[config.mk]
export PLATFORM = sky130hd
export DESIGN_NAME = fetch_ctrl
export DESIGN_NICKNAME = d
export VERILOG_FILES = /design/src/rtl/fetch_ctrl.sv
export SDC_FILE = /design/constraint.sdc
export NUM_CORES = 1
export LEC_CHECK = 0
export ABC_AREA = 1
export CORE_ASPECT_RATIO = 1.4
export CORE_MARGIN = 5
export CORE_UTILIZATION = 52
export CTS_CLUSTER_DIAMETER = 100
export CTS_CLUSTER_SIZE = 12
export DETAILED_ROUTE_END_ITERATION = 8
export GPL_TIMING_DRIVEN = 0
export PLACE_DENSITY = 0.89
export SYNTH_ARGS = -nofsm -noshare
export SYNTH_HDL_FRONTEND = slang
export SYNTH_SLANG_ARGS = --single-unit
[constraint.sdc]
create_clock -name CLK -period 2.9 [get_ports CLK]
set_input_delay 0.29 -clock CLK [delete_from_list [all_inputs] [get_ports CLK]]
set_output_delay 0.29 -clock CLK [all_outputs]
set_load 0.02 [all_outputs]
[src/rtl/fetch_ctrl.sv]
// fetch_ctrl: PC sequencer with optional return-address stack (enabled by FETCH_CTRL_RAS_EN).
// Every action lands on PC one edge after its strobe; Halt freezes everything and there are no bubbles.
module fetch_ctrl #(
    parameter int          PC_W       = 8,
    parameter int          RAS_DEPTH  = 4,
    parameter logic [31:0] START_ADDR = 32'd0
) (
    input  logic                        CLK,
    input  logic                        RST_N,
    input  logic                        Start,
    input  logic                        Halt,
    input  logic                        Branch,
    input  logic                        Jump,
    input  logic                        Call,
    input  logic                        Ret,
    input  logic [PC_W-1:0]             Target,
    output logic [PC_W-1:0]             PC,
    output logic [$clog2(RAS_DEPTH):0]  RasCount,
    output logic                        RasFull,
    output logic                        RasEmpty,
    output logic                        RasErr
);

    localparam logic [PC_W-1:0] START_PC = START_ADDR[PC_W-1:0];

    logic [PC_W-1:0] pc_q, pc_d, pc_inc;

    assign pc_inc = pc_q + PC_W'(1);

`ifdef FETCH_CTRL_RAS_EN
    localparam int            CW       = $clog2(RAS_DEPTH) + 1;
    localparam int            AW       = $clog2(RAS_DEPTH);
    localparam logic [CW-1:0] FULL_CNT = CW'(RAS_DEPTH);

    // Circular buffer: top_q is the next write slot, so a push while full overwrites the oldest entry.
    logic [PC_W-1:0] stack_q [RAS_DEPTH];
    logic [AW-1:0]   top_q, top_d;
    logic [CW-1:0]   cnt_q, cnt_d;
    logic            err_q, err_d;
    logic            push;

    always_comb begin
        pc_d  = pc_q;
        top_d = top_q;
        cnt_d = cnt_q;
        err_d = err_q;
        push  = 1'b0;
        if (Start) begin
            pc_d  = START_PC;
            top_d = '0;
            cnt_d = '0;
            err_d = 1'b0;
        end else if (!Halt) begin
            if (Ret) begin
                if (cnt_q == '0) begin
                    pc_d  = pc_inc;
                    err_d = 1'b1;
                end else begin
                    pc_d  = stack_q[top_q - AW'(1)];
                    top_d = top_q - AW'(1);
                    cnt_d = cnt_q - CW'(1);
                end
            end else if (Call) begin
                push  = 1'b1;
                pc_d  = Target;
                top_d = top_q + AW'(1);
                if (cnt_q == FULL_CNT) begin
                    err_d = 1'b1;
                end else begin
                    cnt_d = cnt_q + CW'(1);
                end
            end else if (Jump) begin
                pc_d = Target;
            end else if (Branch) begin
                pc_d = pc_q + Target;
            end else begin
                pc_d = pc_inc;
            end
        end
    end

    always_ff @(posedge CLK or negedge RST_N) begin
        if (!RST_N) begin
            top_q <= '0;
            cnt_q <= '0;
            err_q <= 1'b0;
            for (int i = 0; i < RAS_DEPTH; i++) begin
                stack_q[i] <= '0;
            end
        end else begin
            top_q <= top_d;
            cnt_q <= cnt_d;
            err_q <= err_d;
            if (push) begin
                stack_q[top_q] <= pc_inc;
            end
        end
    end

    assign RasCount = cnt_q;
    assign RasFull  = (cnt_q == FULL_CNT);
    assign RasEmpty = (cnt_q == '0);
    assign RasErr   = err_q;
`else
    // Without the stack, Call degenerates to Jump and Ret to a plain increment.
    always_comb begin
        pc_d = pc_q;
        if (Start) begin
            pc_d = START_PC;
        end else if (!Halt) begin
            if (Ret) begin
                pc_d = pc_inc;
            end else if (Call || Jump) begin
                pc_d = Target;
            end else if (Branch) begin
                pc_d = pc_q + Target;
            end else begin
                pc_d = pc_inc;
            end
        end
    end

    assign RasCount = '0;
    assign RasFull  = 1'b0;
    assign RasEmpty = 1'b1;
    assign RasErr   = 1'b0;
`endif

    always_ff @(posedge CLK or negedge RST_N) begin
        if (!RST_N) begin
            pc_q <= START_PC;
        end else begin
            pc_q <= pc_d;
        end
    end

    assign PC = pc_q;

endmodule

* After elaboration in Yosys (flattened, before gate mapping)
Index checks and enable logic that the tools add are counted.
Word-level totals: flip-flop bits (word level) 8, input port bits 16, output and inout bits 14, word-level logic and storage cells 10
Cells by class: $add $sub $neg 2, equal/unequal tests 1, muxes and demuxes 5, reduce and logical (&&, ||, !) cells 1
Operators with widths (count):
- 8-bit two-way mux | 5
- 8-bit by 1-bit adder with 8-bit output (second input constant) | 1
- 8-bit adder | 1
- 2-bit != test (second input constant) | 1
- 1-bit logical OR | 1

* Depth between registers and ports, before layout
Gate-level depths: netlist (run 1).
depth in word-level cells 6, gate-level depth with buffers 13, mapped depth without buffers 13

* Worst setup path before layout (run 1)
No wires, ideal clock.
kind reg2reg, from reg pc_q[0] (netlist: PC[0]), to reg pc_q[6] (netlist: PC[6]), setup time 117 ps, data arrival time 1711 ps, required time 2783 ps, slack 1073 ps, stages on the path, launching flop included 13, buffers on the path 0, clock period less this slack 1827 ps, path through dfrtp_1 ha_1 fa_1 nand2_1 nand3_1 nand3b_1 nand3_1 nand3_1 nand2_1 nand2_1 nand2_1 nand2_1 nand2_1
Between the ends: word-level cells in the longest chain between the ends 6, elaborated cells on any way between the ends 7, classes of those cells add/sub: 2; mux: 5
RTL lines:
- start, declared | RTL line 26 | logic [PC_W-1:0] pc_q, pc_d, pc_inc;
- start signal, assigned | RTL line 133 | pc_q <= pc_d;
- 8-bit by 1-bit adder with 8-bit output or 8-bit adder (tied branches) | RTL line 28, 116
- 8-bit two-way mux | RTL line 115 | end else if (Branch) begin
- 8-bit two-way mux | RTL line 113 | end else if (Call || Jump) begin
- 8-bit two-way mux (*) | RTL line 111 | if (Ret) begin
- 8-bit two-way mux (*) | RTL line 110 | end else if (!Halt) begin
- 8-bit two-way mux (*) | RTL line 108 | if (Start) begin
Every way passes the cells marked *; elsewhere a longest branch is shown, timed or not. The select of a mux whose other input is x is not followed. A chain may end at the register's enable or synchronous reset.

* Worst setup path after layout (run 1)
from in Target[0], to reg pc_q[6] (netlist: PC[6])
Between the ends: word-level cells in the longest chain between the ends 6
RTL lines:
- start, declared | RTL line 16 | input logic [PC_W-1:0] Target,
- 8-bit adder | RTL line 116 | pc_d = pc_q + Target;
- 8-bit two-way mux | RTL line 115
- 8-bit two-way mux | RTL line 113
- 8-bit two-way mux | RTL line 111
- 8-bit two-way mux | RTL line 110
- 8-bit two-way mux | RTL line 108
Every way passes these cells. The select of a mux whose other input is x is not followed.

==> results.json, run 1 <==
{
  "reg2reg_depth": 12,
  "path_max_fanout": 2,
  "clock_skew_ps": 1.29,
  "clk_pin_slew_worst_paths_ps": 50,
  "rsz0062_at_grt": "no",
  "numCtsBuffers": 3,
  "ios": 30,
  "n_antenna_cell": 0,
  "start_kind": "primary input",
  "chipWidth_um": 48.9,
  "dp_hpwl_um": 2250,
  "cts_num_sinks": 8,
  "hold_path.class": "primary input to asynchronous set/reset pin",
  "multi_input_area_um2": 756,
  "rr_endpoint": "PC[6]",
  "synth_warnings": 0,
  "drive_above_1_share_pct": 11.8,
  "cts_resized": 0,
  "area_growth_syn_to_layout_pct": 24.8,
  "port-buffer-count": 21,
  "fin_setup_tns_ps": 0,
  "viasPerCell": 5.10,
  "n_fill_cell": 188,
  "hold_viol": 0,
  "ys_types": 29,
  "largest_register_ffs": 8,
  "worstSkewPairLatency_ps": 240,
  "cts_root_buf": "clkbuf_4",
  "ys_seq_elements": 8,
  "drc": 0,
  "maxCapViolCount": 0,
  "synth-edff-count": 0,
  "ctsLongestPathBuffers": 2,
  "num_rows": 19,
  "grt_pass1_wl_um": 4430,
  "initial_core_util_pct": 55.3,
  "core_um2": 2000,
  "power.density_nw_per_um2": 280,
  "synth.avg_cell_area_um2": 6.00,
  "antenna_found_initial": 0,
  "grt_usage_pct": 16.6,
  "synth_area_um2": 1100,
  "cp.arrival_ps": 2080,
  "setup_violations": 0,
  "drt_iter0_drc": 40,
  "yosysSeqAreaShare_pct": 18.1,
  "layout_min_cycle_time_ps": 1950,
  "p_leak_nw": 0.750,
  "cts_tree": "built",
  "fin_ws_ps": 954,
  "routedWlPerCell_um": 11.5,
  "end_kind": "register",
  "pre_cts_ws_ps": 697,
  "design.die.area_um2": 3160,
  "overflow": 0,
  "period_share_pct": 67.1,
  "path_class": "primary input to register",
  "final_util_pct": 69.0,
  "cp.required_ps": 3030,
  "timing.rr.start": "PC[0]",
  "grt_pass1_vias": 1109,
  "finalNetCount": 239,
  "gp_congestion": 0.816,
  "status": "finished clean",
  "synthArstFlopShare_pct": 100,
  "h-tree-depth": 1,
  "peakVddDrop_uv": 271,
  "grt_max_degree": 11,
  "max_freq_ghz": 0.514,
  "seq_area_um2": 200,
  "drtPass1Iterations": 4,
  "ff2ff_setup_slack_ps": 970,
  "ant_nets": 0,
  "drt_wl_total_um": 2680,
  "synth-main-ff-cell": "dfrtp_1",
  "final_max_slew_viol_count": 0,
  "holdBufCountCts": 0,
  "synthesis.instances": 184,
  "route.vias.total": 1189,
  "fp.dieH_um": 64.5,
  "post_cts_buffers": 0
}
final cells by class:
class	instances	share of cell area [%]
Multi-Input combinational cell	145	54.9
Timing Repair Buffer	21	15.3
Sequential cell	8	14.5
Inverter	26	7.08
Buffer	9	4.72
Tap cell	21	1.91
Clock buffer	3	1.63
worst max-delay path, cell delays in order:
cell	delay [ps]
clkdlybuf4s50_1	420
ha_1	230
fa_1	410
nand2_1	90
nand3_1	90
nand3b_1	130
nand3_1	80
nand3_1	80
nand2_1	50
nand2_1	50
nand2_1	40
nand2_1	60
nand2_1	50
routing by layer:
| layer | global-route usage [%] | wire (um) | part of all wire (%) | up-vias |
|---|---|---|---|---|
| met2 | 32.8 | 1450 | 54 | 24 |
| met5 | 0 | 0 | 0 | - |
| met1 | 17.7 | 1110 | 42 | 536 |
| li1 | - | - | - | 627 |
| met3 | 1.61 | 102 | 3.8 | 2 |
| met4 | 5.72 | 15 | 0.56 | 0 |
cell usage in the layout, fill, tap and decap left out, drive strengths merged:
cell	netlist	final
xnor2	2	2
buf	9	9
nand4	2	2
clkinv	1	1
o21bai	1	1
dfrtp	8	8
a22oi	1	1
nand2	71	71
ha	8	8
clkbuf	0	3
o21ai	5	5
inv	25	25
nor2	10	10
conb	2	6
a22o	1	1
xor2	2	2
nand3b	1	1
or2	4	4
nand3	16	16
clkdlybuf4s50	0	21
fa	1	1
o31ai	1	1
o22ai	1	1
a21oi	12	12
cell families (layout without fill, tap and decap cells):
group | count (synthesis) | in the layout | share of synthesized area (%)
buffers and inverters | 35 | 59 | 14.7
adders and majority gates | 9 | 9 | 10.9
other | 2 | 6 | 0.681
DFF | 8 | 8 | 18.1
AOI/OAI and AO/OA | 22 | 22 | 11.5
xor gates and xnor gates | 4 | 4 | 3.18
and+or+nand+nor | 104 | 104 | 40.9
per-stage QoR:
step                instances  hold WS (ps)  total power [mW]  area [um^2]
floorplan                 188         -5.59             0.248         1120
global placement          230           561             0.301         1360
detailed placement        230           566             0.307         1360
CTS                       233           318             0.390         1380
global route              233           343             0.415         1380
finish                    233           321             0.386         1380
where the power goes:
group / total, mW / internal (mW) / switching (mW)
Sequential: 0.133 / 0.119 / 0.0142
Combinational: 0.174 / 0.0794 / 0.0948
Clock: 0.0781 / 0.0469 / 0.0312
Total: 0.386 / 0.245 / 0.140
Yosys cell counts (2+ instances only):
cell type  number  share of area [%]
nor2_2          2                1.1
dfrtp_1         8                 18
o21ai_0         3                1.4
inv_2           2               0.68
ha_1            8                9.1
nor2_1          8                2.7
buf_4           8                5.4
nand3_1        14                6.3
nand3_2         2                1.8
or2_2           3                1.7
o21ai_1         2               0.91
conb_1          2               0.68
nand4_1         2                1.1
xnor2_1         2                1.6
a21oi_1        12                5.4
inv_1          23                7.8
xor2_1          2                1.6
nand2_2         3                1.7
nand2_1        68                 23
worst max-delay path by stage:
stage                   start    end  slack [ps]  cells past startpoint
global route        Target[0]  PC[6]         800                     13
CTS                     PC[0]  PC[6]         950                     12
global placement    Target[0]  PC[6]         740                     13
detailed placement  Target[0]  PC[6]         700                     13
finish              Target[0]  PC[6]         950                     13
floorplan               PC[0]  PC[6]        1070                     12
Note: power is estimated with default switching activity, not from simulation.
==> run 2, diff against run 1 <==
Settings changed: CORE_UTILIZATION 52 to 43, PLACE_DENSITY 0.89 to 0.79.
Clock period 2.9 ns to 1.6 ns, I/O delays scaled along.
==> run 2 against run 1 <==
Compared with the run above:
- the flow now finishes with violations (setup timing)
- clock power up 83%
- via count fell by 2.2%
- sequential share of layout area decreased by 0.67 points
- count of clock-buffer cells in the layout stayed put
- critical path type is now register to register
==> results.json, run 2 (synthesized netlist as in run 1, its figures left out) <==
{
  "peakVddDrop_uv": 393,
  "timing.slew.headroom_pct": 66.7,
  "final_common_cell": "nand2_1",
  "gp_congestion": 0.799,
  "finalPower_uw": 722,
  "overflow": 0,
  "finalNetCount": 242,
  "h-tree-depth": 1,
  "clk_pin_slew_worst_paths_ps": 50,
  "n_fill_cell": 250,
  "chipWidth_um": 52.8,
  "placed_area_um2": 1400,
  "path_class": "register to register",
  "fin_ws_ps": -103,
  "grt_usage_pct": 15.6,
  "end_kind": "register",
  "final_max_slew_viol_count": 0,
  "clock_skew_ps": 1.92,
  "multi_input_area_um2": 812,
  "num_rows": 21,
  "route.vias.total": 1163,
  "seqPwrFrac_pct": 33.5,
  "grt_pass1_vias": 1185,
  "ant_nets": 0,
  "final_cell_mix": "67 x nand2_1, 23 x inv_1, 20 x clkdlybuf4s50_1, 12 x nand3_1",
  "fp.dieH_um": 69.9,
  "cts_num_sinks": 8,
  "switching_share_pct": 36.0,
  "fin_area_um2": 1480,
  "ctsLongestPathBuffers": 2,
  "worstSkewPairLatency_ps": 240,
  "drt_iter0_drc": 29,
  "core_um2": 2420,
  "place_inst": 243,
  "combPwrFrac_pct": 46.7,
  "clockPowerShare_pct": 19.9,
  "numCtsBuffers": 3,
  "seq_area_um2": 205,
  "n_antenna_cell": 0,
  "hold_viol": 0,
  "power.density_nw_per_um2": 487,
  "failed_checks": "setup timing",
  "routedWlPerCell_um": 10.4,
  "initial_core_util_pct": 45.7,
  "path_max_fanout": 2,
  "cp.arrival_ps": 1840,
  "port-buffer-count": 21,
  "drive_above_1_share_pct": 18.6,
  "holdBufCountCts": 0,
  "final_cell_count_no_fill": 249,
  "cp.required_ps": 1740,
  "dp_hpwl_um": 2110,
  "largest_register_ffs": 8,
  "drt_wl_total_um": 2600,
  "setup_violations": 5,
  "area_growth_syn_to_layout_pct": 34.1,
  "worst_pin_slew_ps": 497,
  "status": "finished, violations left",
  "p_int_uw": 462,
  "netSwitchingPower_uw": 259,
  "rsz0062_at_grt": "yes",
  "grt_max_degree": 11,
  "hold_path.class": "primary input to asynchronous set/reset pin",
  "cts_root_buf": "clkbuf_4",
  "layout_min_cycle_time_ps": 1700,
  "maxCapViolCount": 0,
  "start_kind": "register",
  "p_leak_nw": 0.785,
  "drtPass1Iterations": 4,
  "pre_cts_ws_ps": -362,
  "period_share_pct": 106,
  "viasPerCell": 4.67,
  "hold_ws_ps": 183,
  "drc": 0,
  "reg2reg_depth": 12,
  "design.die.area_um2": 3690,
  "cts_tree": "built",
  "ios": 30,
  "antenna_found_initial": 0,
  "max_freq_ghz": 0.587,
  "grt_pass1_wl_um": 4680
}
==> run 2: worst paths after layout <==
| check | end | slack [ps] | from |
|---|---|---|---|
| worst max-delay path | PC[6] | -100 | PC[0] |
| worst min-delay path | PC[6] | 180 | RST_N |
| min in group CLK | PC[5] | 280 | Ret |
| worst max register to register | PC[6] | -100 | PC[0] |
| max in group asynchronous | PC[0] | 1150 | RST_N |
| worst min register to register | PC[2] | 580 | PC[2] |
==> run 2: critical path, stage by stage, from the launching register on <==
cell      delay, ps
dfrtp_2         430
ha_4            170
fa_2            360
nand2_2          70
nand3_2          60
nand3b_1        110
nand3_1          70
nand3_1          80
nand2_1          50
nand2_1          50
nand2_1          40
nand2_1          60
nand2_1          50
==> run 2: per-stage QoR <==
step / util, % / TNS, ps
6_report: 61.2 / -276
5_1_grt: 61.2 / -1150
4_1_cts: 60.4 / -331
3_5_place_dp: 58.0 / -1850
3_3_place_gp: 58.0 / -1770
2_1_floorplan: - / -180
==> run 2: routing by layer <==
metal | vias up | track usage, % | part of all wire (%)
met3 | 2 | 1.06 | 3.9
li1 | 631 | - | -
met2 | 28 | 27.6 | 53
met1 | 502 | 18.9 | 43
met5 | - | 0 | 0
met4 | 0 | 5.97 | 0.50
==> run 2: area by class of cell <==
cell class / count / share of cell area, %
Timing Repair Buffer: 24 / 15.9
Tap cell: 34 / 2.87
Multi-Input combinational cell: 145 / 54.9
Sequential cell: 8 / 13.9
Inverter: 26 / 6.59
Clock buffer: 3 / 1.52
Buffer: 9 / 4.40
==> run 2: power groups by stage <==
stage	combinational (mW)	clock, mW	sequential (mW)
2_1_floorplan	0.198	0	0.258
3_3_place_gp	0.314	0	0.246
3_5_place_dp	0.316	0	0.247
4_1_cts	0.332	0.153	0.241
5_1_grt	0.384	0.161	0.243
6_report	0.337	0.143	0.242
==> run 2: what timing repair did <==
action,CTS,global route
resized for setup,4,4
cloned,0,0
endpoints found under the setup margin,6,8
pin swaps,5,4
buffers inserted,2,1
